File: src/rtl/pc_sequencer.sv
// Fetch/execute/interrupt sequencer for the RAT MCU program counter, with a return-address stack.
// Define PC_SEQ_INTR_LATCH_EN to latch INTR pulses until the sequencer can take them.
module pc_sequencer #(
    parameter int unsigned DEPTH = 8,
    parameter int unsigned AW    = 10
) (
    input  logic          CLK,
    input  logic          RST,
    input  logic [AW-1:0] PC_COUNT,
    input  logic [2:0]    OP_CLASS,
    input  logic [1:0]    COND,
    input  logic          C_FLAG,
    input  logic          Z_FLAG,
    input  logic          INTR,
    output logic          PC_LD,
    output logic          PC_INC,
    output logic [1:0]    PC_MUX_SEL,
    output logic [AW-1:0] STACK_DOUT,
    output logic          INT_EN,
    output logic          STACK_EMPTY,
    output logic          STACK_FULL,
    output logic          STACK_ERR,
    output logic [1:0]    STATE
);

    localparam int unsigned IW = $clog2(DEPTH);
    localparam int unsigned PW = IW + 1;
    localparam logic [PW-1:0] FullCnt = PW'(DEPTH);

    localparam logic [2:0] OpOther  = 3'd0;
    localparam logic [2:0] OpJmp    = 3'd1;
    localparam logic [2:0] OpBranch = 3'd2;
    localparam logic [2:0] OpCall   = 3'd3;
    localparam logic [2:0] OpRet    = 3'd4;
    localparam logic [2:0] OpRetie  = 3'd5;
    localparam logic [2:0] OpRetid  = 3'd6;
    localparam logic [2:0] OpIntctl = 3'd7;

    localparam logic [1:0] SelImm = 2'd0;
    localparam logic [1:0] SelStk = 2'd1;
    localparam logic [1:0] SelVec = 2'd2;

    typedef enum logic [1:0] {
        StFetch = 2'd0,
        StExec  = 2'd1,
        StIntr  = 2'd2
    } state_e;

    state_e        state_q, state_d;
    logic          int_en_q, int_en_d;
    logic [PW-1:0] ptr_q;
    logic          err_q;
    logic [AW-1:0] mem_q [DEPTH];

    logic          ld, inc;
    logic [1:0]    sel;
    logic          push, pop;
    logic [AW-1:0] push_val;
    logic          taken;
    logic          intr_req;
    logic          empty, full;
    logic [IW-1:0] top_idx;

`ifdef PC_SEQ_INTR_LATCH_EN
    logic pend_q;

    // Clear beats set so a pulse coinciding with the entry edge is consumed by it.
    always_ff @(posedge CLK) begin
        if (RST) begin
            pend_q <= 1'b0;
        end else if (state_d == StIntr) begin
            pend_q <= 1'b0;
        end else if (INTR) begin
            pend_q <= 1'b1;
        end
    end

    assign intr_req = pend_q | INTR;
`else
    assign intr_req = INTR;
`endif

    assign empty   = (ptr_q == '0);
    assign full    = (ptr_q == FullCnt);
    assign top_idx = ptr_q[IW-1:0] - IW'(1);

    always_comb begin
        unique case (COND)
            2'd0: taken = ~C_FLAG;
            2'd1: taken = C_FLAG;
            2'd2: taken = Z_FLAG;
            2'd3: taken = ~Z_FLAG;
            default: taken = 1'b0;
        endcase
    end

    always_comb begin
        state_d  = state_q;
        int_en_d = int_en_q;
        ld       = 1'b0;
        inc      = 1'b0;
        sel      = SelImm;
        push     = 1'b0;
        pop      = 1'b0;
        push_val = PC_COUNT;
        unique case (state_q)
            StFetch: state_d = StExec;
            StExec: begin
                unique case (OP_CLASS)
                    OpOther: inc = 1'b1;
                    OpJmp:   ld  = 1'b1;
                    OpBranch: begin
                        ld  = taken;
                        inc = ~taken;
                    end
                    OpCall: begin
                        push     = 1'b1;
                        push_val = PC_COUNT + AW'(1);
                        ld       = 1'b1;
                    end
                    OpRet, OpRetie, OpRetid: begin
                        pop = 1'b1;
                        ld  = 1'b1;
                        sel = SelStk;
                        if (OP_CLASS == OpRetie) int_en_d = 1'b1;
                        if (OP_CLASS == OpRetid) int_en_d = 1'b0;
                    end
                    OpIntctl: begin
                        int_en_d = COND[0];
                        inc      = 1'b1;
                    end
                    default: inc = 1'b1;
                endcase
                // Decision uses the enable held before this edge, not int_en_d.
                state_d = (intr_req && int_en_q) ? StIntr : StFetch;
            end
            StIntr: begin
                push     = 1'b1;
                push_val = PC_COUNT;
                ld       = 1'b1;
                sel      = SelVec;
                int_en_d = 1'b0;
                state_d  = StFetch;
            end
            default: state_d = StFetch;
        endcase
    end

    always_ff @(posedge CLK) begin
        if (RST) begin
            state_q  <= StFetch;
            int_en_q <= 1'b0;
        end else begin
            state_q  <= state_d;
            int_en_q <= int_en_d;
        end
    end

    // Overflowed pushes and underflowed pops leave the pointer alone but latch the error.
    always_ff @(posedge CLK) begin
        if (RST) begin
            ptr_q <= '0;
            err_q <= 1'b0;
        end else if (push) begin
            if (full) err_q <= 1'b1;
            else      ptr_q <= ptr_q + PW'(1);
        end else if (pop) begin
            if (empty) err_q <= 1'b1;
            else       ptr_q <= ptr_q - PW'(1);
        end
    end

    always_ff @(posedge CLK) begin
        if (!RST && push && !full) begin
            mem_q[ptr_q[IW-1:0]] <= push_val;
        end
    end

    assign PC_LD       = ld & ~RST;
    assign PC_INC      = inc & ~RST;
    assign PC_MUX_SEL  = RST ? SelImm : sel;
    assign STACK_DOUT  = empty ? '0 : mem_q[top_idx];
    assign INT_EN      = int_en_q;
    assign STACK_EMPTY = empty;
    assign STACK_FULL  = full;
    assign STACK_ERR   = err_q;
    assign STATE       = state_q;

endmodule

File: config.mk
export PLATFORM = sky130hd
export DESIGN_NAME = pc_sequencer
export DESIGN_NICKNAME = d
export VERILOG_FILES = /design/src/rtl/pc_sequencer.sv
export SDC_FILE = /design/constraint.sdc
export NUM_CORES = 1
export LEC_CHECK = 0
export CAP_MARGIN = 20
export CORE_ASPECT_RATIO = 0.7
export CORE_MARGIN = 2
export CORE_UTILIZATION = 45
export CTS_BUF_LIST = sky130_fd_sc_hd__clkbuf_8
export DETAILED_ROUTE_END_ITERATION = 10
export PLACE_DENSITY = 0.7
export SLEW_MARGIN = 20
export SYNTH_ARGS = -nofsm -noshare
export SYNTH_HDL_FRONTEND = slang
export SYNTH_SLANG_ARGS = --single-unit
File: constraint.sdc
create_clock -name CLK -period 4 [get_ports CLK]
set_input_delay 1 -clock CLK [delete_from_list [all_inputs] [get_ports CLK]]
set_output_delay 1 -clock CLK [all_outputs]
set_load 0.1 [all_outputs]
; Word level (Yosys, flattened, before mapping)
; Memory sizes are Yosys's and may differ from the RTL's.
; Index checks and enable logic that the tools add are counted.
[op_classes]
n_reduce_logical = 18
bitwise = 6
n_mux = 31
add_sub_neg = 4
n_eq_ne = 18
[ops]
columns = operator, n
row1 = 10-bit 2-to-1 mux, 3
row2 = 4-bit 2-to-1 mux, 4
row3 = 1-bit 2-to-1 mux, 13
row4 = 3-bit equality test (second input constant), 4
row5 = 1-bit one-hot mux with 2 select lines, 6
row6 = 10-bit by 1-bit adder with 10-bit output (second input constant), 1
row7 = 3-bit AND reduction, 3
row8 = 2-bit one-hot mux with 2 select lines, 2
row9 = 2-bit equality test (second input constant), 3
row10 = 3-bit by 2-bit equality test with 1-bit output (second input constant), 2
row11 = 2-bit nonzero test, 3
row12 = 5-bit OR reduction, 1
row13 = 4-bit by 1-bit adder with 4-bit output (second input constant), 1
row14 = 2-bit by 1-bit equality test with 1-bit output (second input constant), 2
row15 = 4-bit equality test (second input constant), 1
row16 = 2-bit zero test, 2
row17 = 4-bit zero test, 1
row18 = 2-bit 2-to-1 mux, 2
row19 = 2-bit != test (second input constant), 2
row20 = 4-bit != test (second input constant), 1
row21 = 1-bit NOT, 4
row22 = 1-bit one-hot mux with 4 select lines, 1
row23 = 4-bit by 1-bit subtractor with 4-bit output (second input constant), 1
row24 = 3-bit by 1-bit equality test with 1-bit output (second input constant), 1
row25 = 9 further kinds, 13
[word_totals]
mem_count = 1
ram_bits = 80
out_inout_bits = 20
ff_bits = 8
elab_cells = 82
[memory_table]
columns = memory, depth, width, rd, rd_clocked_by_memory_dff, write_ports, line
row1 = mem_q, 8, 10, 1, 0, 1, 53  ; logic [AW-1:0] mem_q [DEPTH];

; Logic depth before layout (Yosys ltp)
; Gate-level depths: netlist of the first run.
[logic_depth]
depth_word = 7
mapped_depth = 11

; Worst setup path before layout of the first run
; No wires, ideal clock.
[synth_timing]
path_type = reg2out
start = register state_q[0], in the netlist STATE[0]
end = output port PC_MUX_SEL[0]
path_stages_with_launch = 5
t_required_ns = 3.000
path_slack_ns = -0.624
path_buffers = 0
arrival_ns = 3.624
cell_sequence = dfxtp_1 -> inv_1 -> ha_1 -> nand2b_1 -> nor3_1
[synth_between]
elab_chain_len = 3
[synth_rtl]
columns = element, line
row1 = start: declaration, 49  ; state_e state_q, state_d;
row2 = start signal: assignment, 151  ; state_q <= StFetch;
row3 = start signal: assignment, 154  ; state_q <= state_d;
row4 = 2-bit equality test / 2-bit by 1-bit equality test with 1-bit output (equally long branches), 106  ; unique case (state_q)
row5 = 2-bit one-hot mux with 2 select lines *, 106
row6 = 2-bit 2-to-1 mux *, 181  ; assign PC_MUX_SEL = RST ? SelImm : sel;
row7 = end: declaration, 17  ; output logic [1:0] PC_MUX_SEL,
; Mark *: on every way between the ends. The rest lies on a longest branch, timed or not.

; Worst setup path in the final report of the first run
[layout_timing]
start = input port COND[1]
end = output port PC_LD
[layout_between]
elab_chain_len = 5
[layout_rtl]
columns = element, line
row1 = start: declaration, 11  ; input logic [1:0] COND,
row2 = "2-bit equality test, or another cell as far along", 88  ; unique case (COND)
row3 = 1-bit one-hot mux with 4 select lines *, 88
row4 = 1-bit one-hot mux with 2 select lines *, 109  ; unique case (OP_CLASS)
row5 = 1-bit one-hot mux with 2 select lines *, 106
row6 = 1-bit bitwise AND *, 179  ; assign PC_LD = ld & ~RST;
row7 = end: declaration, 15  ; output logic PC_LD,
; Marks and branches as above.

==> results.json, run 1 <==
{
  "tns_ns": 0,
  "cts.path.max_buffers": 2,
  "drt-initial-drc-count": 190,
  "row_count": 28,
  "met3_wirelength_microns": 602,
  "power_density_nw_per_um2": 389.7,
  "port_buffers": 39,
  "final_cell_area_sq_um": 5054,
  "p_leak_uw": 0.001641,
  "crit_type": "input port to output port",
  "grt_pass1_wl_microns": 13480,
  "min_period_ns": 3.710,
  "drt_drc_violations_left": 0,
  "finalPower_uw": 1970,
  "clock-sinks": 88,
  "pin_count": 40,
  "end_kind": "output port",
  "dieWidth_microns": 116.5,
  "grt_setup_unrepaired": "false",
  "clk_latency_ns": 0.35,
  "final_core_util": 0.5936,
  "die_y_microns": 82.77,
  "cp_cell_sequence": "clkdlybuf4s50_1 > and2_1 > or3_1 > a311o_2 > a31oi_1 > nor2_1 > buf_12",
  "synth_warnings": 0,
  "cts_max_level": 3,
  "layout_commonest_cell": "edfxtp_1",
  "initial_core_util": 0.4685,
  "grt_pass1_vias": 2373,
  "postRouteAntennaNets": 0,
  "finalSetupViolations": 0,
  "met1Wirelength_microns": 3996,
  "cp_max_fo": 2,
  "syn_area_per_cell_sq_um": 14.83,
  "firstDrtPassIters": 4,
  "fmax_mhz": 269.5,
  "syn_area_sq_um": 3989,
  "worstMarginPinSlew_ns": 0.9909,
  "cap_viol_max_count": 0,
  "viasPerCell": 5.533,
  "wire_per_inst_microns": 19.31,
  "clkTransAtPathRegs_ns": 0.08,
  "hold_violations": 0,
  "antenna_found_initial": 0,
  "place.gp.congestion": 0.7808,
  "grtUsageTotal": 0.1987,
  "cp_slowest_stage_delay_ns": 0.41,
  "ys_seq_area_frac": 0.6424,
  "skew_ns": 0.005168,
  "yosysUniqueCellTypes": 37,
  "dr_wl_met2_microns": 4027,
  "ys_ff_latch": 88,
  "cts_setup_buffers": 0,
  "antenna_cells": 0,
  "vias": 2490,
  "drive_above_1_share": 0.2636,
  "syn_to_final_growth_pct": 26.69,
  "core_region_area_sq_um": 8513,
  "cts_buffers": 9,
  "die_area_sq_um": 9645,
  "slew_headroom": 0.3374,
  "wl_microns": 8690,
  "cts_tree": "done",
  "most-common-layout-cells": "80 x edfxtp_1, 36 x nand2_1, 23 x clkdlybuf4s50_1, 20 x mux4_2, 20 x buf_4",
  "cp.required_ns": 3.00,
  "start_kind": "input port",
  "fin_nets": 352,
  "synthCells": 269,
  "maxSlewViolCount": 0,
  "period_share": 0.9275,
  "grt_overflow": 0,
  "dr.max_layer_used": "met4",
  "dpl_cell_area_sq_um": 4841,
  "cpMaxStageDelayCell": "clkdlybuf4s50_1",
  "ctsHoldBuffers": 0,
  "cts_resized": 0,
  "pre_cts_slack_ns": 0.2892,
  "syn_nets": 296,
  "finalWorstSetupSlack_ns": 0.2899,
  "cp.arrival_ns": 2.71,
  "hp-class": "flip-flop to flip-flop",
  "clockRootBuffer": "clkbuf_8",
  "hpwlAfterDp_microns": 6104,
  "status": "completed",
  "vdd_drop_max_v": 0.0002756,
  "grt_max_degree": 25
}
per-stage QoR:
step	hold WS, ns	instances
3_5_place_dp	0.4344	434
5_1_grt	0.4766	450
6_report	0.4406	450
4_1_cts	0.4475	450
3_3_place_gp	0.4383	434
2_1_floorplan	0.5336	269
where the power goes:
group | internal, uW | total (uW) | switching (uW)
registers | 1010 | 1010 | 5.14
clock network | 347 | 643 | 296
logic | 116 | 315 | 200
total | 1470 | 1970 | 501
layout make-up:
cell class,count,area [sq um]
Clock buffer,9,123.9
Clock inverter,7,88.84
Fill cell,637,3460
Inverter,7,26.28
Multi-Input combinational cell,160,1401
Sequential cell,88,2562
Tap cell,120,150.1
Timing Repair Buffer,59,700.7
registers in the layout, indices dropped and copies added (netlist names):
register and cells:
INT_EN 1, mem_q 80, ptr_q 4, STACK_ERR 1, STATE 2
worst max-delay path: cells and delay by family:
family | cells | cell delay (ns)
AO/OA/AOI/OAI | 2 | 0.56
buffers and inverters | 2 | 0.58
AND/OR/NAND/NOR | 3 | 0.56
cells by family after synthesis:
| group | after synthesis | synth area share |
|---|---|---|
| AO/OA/AOI/OAI | 37 | 0.06869 |
| XOR/XNOR | 12 | 0.02635 |
| adder cells (fa/ha/maj) | 7 | 0.02196 |
| buffers and inverters | 21 | 0.02415 |
| flip-flops | 88 | 0.6424 |
| multiplexers | 24 | 0.1248 |
| AND/OR/NAND/NOR | 80 | 0.09159 |
Yosys cell counts, drive strengths merged:
master	n	area, sq um
o311ai	1	8.760
nor4b	1	8.760
a311o	2	21.27
buf	7	43.79
o2111ai	1	8.760
mux2i	1	10.01
nor2b	2	12.51
xor2	2	17.52
xnor2	10	87.58
edfxtp	80	2402
nor2	18	67.56
inv	7	26.28
and2	2	12.51
dfxtp	8	160.2
a221oi	10	87.58
and4b	1	10.01
a31oi	12	75.07
nor3	6	30.03
o31ai	1	7.510
nand2	36	135.1
clkbuf	7	26.28
or3	1	6.260
o21ai	4	31.28
a21oi	5	25.02
nand2b	4	25.02
ha	7	87.58
a41oi	1	8.760
and3	2	12.51
nand4	6	37.54
mux2	3	37.53
mux4	20	450.4
nand3b	1	7.510
per-layer routing:
layer / up-vias / track usage
met5: - / 0
met4: 0 / 0.06588
met3: 5 / 0.05519
met2: 74 / 0.2977
met1: 1240 / 0.2841
li1: 1171 / -
worst paths after layout:
check	from	to	slack, ns	depth (start not counted)
max	COND[1]	PC_LD	0.29	7
min	INT_EN$_SDFFE_PP0P_	STATE[1]$_SDFF_PP0_	0.44	2
max reg2reg	ptr_q[2]$_SDFFE_PP0P_	mem_q[7][6]$_DFFE_PP_	1.33	7
min reg2reg	INT_EN$_SDFFE_PP0P_	STATE[1]$_SDFF_PP0_	0.44	2
Power figures use the tool's default switching activity.
==> run 2: changes to the inputs <==
==> constraint.sdc (replaced) <==
create_clock -name CLK -period 4 [get_ports CLK]
set_input_delay 1 -clock CLK [delete_from_list [all_inputs] [get_ports CLK]]
set_output_delay 1 -clock CLK [all_outputs]
set_load 0.01 [all_outputs]
==> run 2 against run 1 <==
  * Register-to-register slack improved by 0.11 ns
  * Combinational power down 41%
  * Final cell count is 0.44% lower
  * Critical endpoint is now STACK_DOUT[7]
  * Utilization is 2.8 points lower
  * First-iteration DRC count shrank 7.4%
  * Sequential power hardly changed
  * Design area is 4.7% lower
  * Global-route usage decreased by 1.0 points
  * Highest routed layer unchanged
  * Clock power rose by 1%
  * Die area unchanged
  * Count of clock-buffer cells in the layout increased by 1
  * Via count decreased by 0.92%
==> results.json, run 2 (synthesis results as in run 1) <==
{
  "startpoint": "ptr_q[1]$_SDFFE_PP0P_",
  "dr_wl_met2_microns": 4181,
  "largest_reg_flops": 80,
  "row_count": 28,
  "cp_max_fo": 20,
  "port_buffers": 39,
  "tns_ns": 0,
  "grt_setup_unrepaired": "false",
  "cpMaxStageDelayCell": "clkdlybuf4s50_1",
  "cts_tree": "done",
  "dieWidth_microns": 116.5,
  "cp_slowest_stage_delay_ns": 0.51,
  "met1Wirelength_microns": 3637,
  "clockRootBuffer": "clkbuf_8",
  "worstMarginPinSlew_ns": 0.6941,
  "pin_count": 40,
  "hp-class": "flip-flop to flip-flop",
  "antenna_found_initial": 0,
  "firstDrtPassIters": 4,
  "min_period_ns": 3.758,
  "fmax_mhz": 266.1,
  "clkTransAtPathRegs_ns": 0.09,
  "syn_to_final_growth_pct": 20.77,
  "met3_wirelength_microns": 597,
  "layout_commonest_cell": "edfxtp_1",
  "pre_cts_slack_ns": 0.006275,
  "drt-initial-drc-count": 176,
  "cts_max_level": 3,
  "r2r_start": "STATE[1]$_SDFF_PP0_",
  "drt_drc_violations_left": 0,
  "wl_microns": 8540,
  "hold_violations": 0,
  "grtUsageTotal": 0.1882,
  "r2r_setup_slack_ns": 1.44,
  "nFillCells": 678,
  "cts_buffers": 9,
  "cp_num_cells": 7,
  "whs_ns": 0.4529,
  "vias": 2467,
  "grt_pass1_vias": 2288,
  "cp.buffers_inverters": 3,
  "cp-endpoint": "STACK_DOUT[7]",
  "vdd_drop_max_v": 0.0003201,
  "finalPower_uw": 1849,
  "cp.required_ns": 3.00,
  "wire_per_inst_microns": 19.06,
  "final_core_util": 0.5658,
  "cp_top_family": "buffers and inverters",
  "most-common-layout-cells": "80 x edfxtp_1, 37 x clkdlybuf4s50_1, 36 x nand2_1, 20 x mux4_2, 18 x buf_4",
  "fin_nets": 350,
  "reg2reg_depth": 10,
  "core_region_area_sq_um": 8513,
  "postRouteAntennaNets": 0,
  "skew_ns": 0.01457,
  "clock-sinks": 88,
  "antenna_cells": 0,
  "grt_overflow": 0,
  "r2r_end": "ptr_q[3]$_SDFFE_PP0P_",
  "cap_viol_max_count": 0,
  "end_kind": "output port",
  "ctsHoldBuffers": 0,
  "cts.path.max_buffers": 2,
  "dr.max_layer_used": "met4",
  "clk_latency_ns": 0.36,
  "grt_pass1_wl_microns": 12640,
  "p_leak_uw": 0.001590,
  "die_area_sq_um": 9645,
  "crit_type": "flip-flop to output port",
  "maxSlewViolCount": 0,
  "power_density_nw_per_um2": 383.9,
  "period_share": 0.9395,
  "finalSetupViolations": 0,
  "initial_core_util": 0.4685,
  "viasPerCell": 5.507,
  "cp.arrival_ns": 2.76,
  "cp_cell_sequence": "inv_1 > ha_1 > buf_4 > mux4_2 > a221oi_1 > a31oi_1 > clkdlybuf4s50_1",
  "place.gp.congestion": 0.7725,
  "start_kind": "flip-flop",
  "grt_max_degree": 25,
  "die_y_microns": 82.77,
  "drive_above_1_share": 0.1768,
  "status": "completed",
  "finalWorstSetupSlack_ns": 0.2422,
  "hpwlAfterDp_microns": 5662,
  "slew_headroom": 0.5340
}
==> run 2: changes by cell type in the layout (fill, tap and decap cells not counted), moves of 2 or more <==
| cell | delta |
|---|---|
| dlymetal6s2s_1 | +2 |
| a31oi_2 | -10 |
| buf_12 | -16 |
| buf_4 | -2 |
| clkdlybuf4s50_1 | +14 |
| a31oi_1 | +10 |
==> run 2: cell type report <==
type,instances,area (sq um),share of cell area
Inverter,7,26.28,0.005455
Sequential cell,88,2564,0.5322
Clock buffer,10,137.6,0.02857
Clock inverter,6,76.32,0.01584
Tap cell,120,150.1,0.03117
Timing Repair Buffer,57,530.5,0.1101
Multi-Input combinational cell,160,1333,0.2766
==> run 2: per-stage QoR <==
| step | instance area, sq um | std cells |
|---|---|---|
| 3_3_place_gp | 4594 | 432 |
| 6_report | 4817 | 448 |
| 4_1_cts | 4808 | 448 |
| 5_1_grt | 4817 | 448 |
| 2_1_floorplan | 3989 | 269 |
| 3_5_place_dp | 4594 | 432 |
==> run 2: where the power goes <==
| group | switching [uW] | internal, uW |
|---|---|---|
| clock | 291 | 361 |
| sequential | 4.78 | 1010 |
| combinational | 96.4 | 89.3 |
| total | 392 | 1460 |
==> run 2: worst register-to-register path, stage by stage, from the launching register on <==
cell	delay, ns
dfxtp_1	0.37
inv_1	0.07
ha_1	0.26
and4b_1	0.36
o21ai_4	0.31
ha_1	0.32
o21ai_0	0.09
nor4b_1	0.37
nand2_1	0.09
o311ai_0	0.10
a21oi_1	0.11
==> run 2: timing repair <==
item                       CTS  global route
buffers inserted             0             0
setup endpoints to repair    0             6
gates resized for setup      0             4
==> run 2: worst min path at each step <==
stage                        startpoint             endpoint  cells past startpoint
CTS                 INT_EN$_SDFFE_PP0P_  STATE[1]$_SDFF_PP0_                      2
detailed placement  INT_EN$_SDFFE_PP0P_  STATE[1]$_SDFF_PP0_                      2
finish              INT_EN$_SDFFE_PP0P_  STATE[1]$_SDFF_PP0_                      2
global route        INT_EN$_SDFFE_PP0P_  STATE[1]$_SDFF_PP0_                      2
floorplan           INT_EN$_SDFFE_PP0P_  STATE[1]$_SDFF_PP0_                      2
global placement    INT_EN$_SDFFE_PP0P_  STATE[1]$_SDFF_PP0_                      2
==> run 2: routing by layer <==
layer  GRT usage  vias up
li1            -     1161
met1      0.2431     1229
met2      0.3116       67
met3     0.05447       10
met4     0.06235        0
met5           0        -
==> run 3: changes to the inputs <==
ABC_CLOCK_PERIOD_IN_PS = 4300   (was unset)
SKIP_LAST_GASP = 1   (was unset)
clock period = 4.3 ns   (was 4 ns; I/O delays follow)
==> run 3 against run 2 <==
  * Flip-flop and latch count unchanged
  * Critical path type is now input port to output port
  * Largest cell class unchanged
  * Global-route usage grew 0.056 points
  * Register-to-register slack better by 0.08 ns
==> results.json, run 3 (synthesis results as in run 1) <==
{
  "clkTransAtPathRegs_ns": 0.08,
  "clock-sinks": 88,
  "clockRootBuffer": "clkbuf_8",
  "fmax_mhz": 243.2,
  "period_share": 0.9563,
  "skew_ns": 0.009589,
  "largest_reg_flops": 80,
  "cts_buffers": 9,
  "r2r_end": "mem_q[4][9]$_DFFE_PP_",
  "firstDrtPassIters": 4,
  "dieWidth_microns": 116.5,
  "final_cell_area_sq_um": 4747,
  "postRouteAntennaNets": 0,
  "drt_drc_violations_left": 0,
  "pin_count": 40,
  "cp_cell_sequence": "clkdlybuf4s50_1 > and2_1 > or3_1 > a311o_2 > a31oi_1 > nor2_1 > clkdlybuf4s50_1",
  "p_leak_uw": 0.001516,
  "cts_setup_buffers": 0,
  "antenna_cells": 0,
  "worstMarginPinSlew_ns": 0.9381,
  "grt_overflow": 0,
  "drt-initial-drc-count": 152,
  "grt_setup_unrepaired": "false",
  "grt_pass1_vias": 2325,
  "ctsHoldBuffers": 0,
  "wire_per_inst_microns": 18.43,
  "clk_latency_ns": 0.35,
  "cap_viol_max_count": 0,
  "cp.arrival_ns": 3.04,
  "die_area_sq_um": 9645,
  "startpoint": "COND[1]",
  "core_region_area_sq_um": 8513,
  "crit_type": "input port to output port",
  "status": "completed",
  "hpwlAfterDp_microns": 5742,
  "finalSetupViolations": 0,
  "cp_slowest_stage_delay_ns": 0.47,
  "crit_top_cell": "clkdlybuf4s50_1",
  "dpl_cell_area_sq_um": 4594,
  "fin_nets": 350,
  "start_kind": "input port",
  "syn_to_final_growth_pct": 19.01,
  "grt_pass1_wl_microns": 12760,
  "row_count": 28,
  "vdd_drop_max_v": 0.0002439,
  "cts_tree": "done",
  "finalPower_uw": 1573,
  "nFillCells": 676,
  "cts_max_level": 3,
  "cpMaxStageDelayCell": "clkdlybuf4s50_1",
  "hold_violations": 0,
  "most-common-layout-cells": "80 x edfxtp_1, 39 x clkdlybuf4s50_1, 36 x nand2_1, 20 x mux4_2",
  "port_buffers": 39,
  "hp-class": "flip-flop to flip-flop",
  "r2r_setup_slack_ns": 1.52,
  "drive_above_1_share": 0.1682,
  "maxSlewViolCount": 0,
  "slew_headroom": 0.3723,
  "grt_max_degree": 25,
  "viasPerCell": 5.470,
  "grtUsageTotal": 0.1888,
  "cts_resized": 0,
  "power_density_nw_per_um2": 331.5,
  "cp_max_fo": 2,
  "layout_commonest_cell": "edfxtp_1",
  "cp-endpoint": "PC_LD",
  "tns_ns": 0,
  "antenna_found_initial": 0,
  "wl_microns": 8238,
  "vias": 2445,
  "cp.required_ns": 3.22,
  "reg2reg_depth": 9,
  "r2r_start": "ptr_q[1]$_SDFFE_PP0P_",
  "cts.path.max_buffers": 2,
  "end_kind": "output port",
  "min_period_ns": 4.112,
  "initial_core_util": 0.4685,
  "place.gp.congestion": 0.7712,
  "die_y_microns": 82.77
}
[run 3: cell count changes in the layout (fill, tap and decap cells not counted), sizes merged]
cell	delta
dlymetal6s2s	-2
clkbuf	-1
inv	-2
clkinvlp	+1
bufinv	-2
clkinv	+3
clkdlybuf4s50	+2
[run 3: worst min-delay path by stage]
stage	from	endpoint	slack, ns	cells after the start
after floorplan	INT_EN$_SDFFE_PP0P_	STATE[1]$_SDFF_PP0_	0.47	2
after global placement	INT_EN$_SDFFE_PP0P_	STATE[1]$_SDFF_PP0_	0.44	2
after detailed placement	INT_EN$_SDFFE_PP0P_	STATE[1]$_SDFF_PP0_	0.44	2
after CTS	INT_EN$_SDFFE_PP0P_	STATE[1]$_SDFF_PP0_	0.45	2
after global routing	INT_EN$_SDFFE_PP0P_	STATE[1]$_SDFF_PP0_	0.47	2
final	INT_EN$_SDFFE_PP0P_	STATE[1]$_SDFF_PP0_	0.44	2
[run 3: metal layers]
metal  track usage  wire (microns)  share of wire
met1        0.2455            3665           0.44
met2        0.3140            4054           0.49
met3       0.04430             407          0.049
met4       0.07176             112          0.014
met5             0               0              0
[run 3: cell type report]
cell class	instances	area, sq um	share of cell area
clock buffer	9	123.9	0.02609
clock inverter	6	28.78	0.006062
inverter	7	26.28	0.005535
multi-input combinational	160	1330	0.2802
sequential	88	2562	0.5398
tap	120	150.1	0.03163
timing repair buffer	57	525.5	0.1107
[run 3: critical path: cells and delay by family]
kind / cells / cell delay [ns]
buf+inv: 2 / 0.88
simple gates: 3 / 0.54
compound gates: 2 / 0.55
[run 3: power by group]
part	total [uW]	internal [uW]	switching (uW)
registers	941	936	4.72
clock network	462	199	263
logic	171	82.6	88.1
total	1570	1220	356
[run 3: metrics by stage]
stage | instances | setup WS [ns] | hold slack, ns | utilization
2_1_floorplan | 269 | 0.9899 | 0.4664 | -
3_3_place_gp | 432 | 0.2111 | 0.4417 | 0.5397
3_5_place_dp | 432 | 0.1819 | 0.4377 | 0.5397
4_1_cts | 447 | 0.1811 | 0.4454 | 0.5576
5_1_grt | 447 | 0.09568 | 0.4681 | 0.5576
6_report | 447 | 0.1877 | 0.4372 | 0.5576
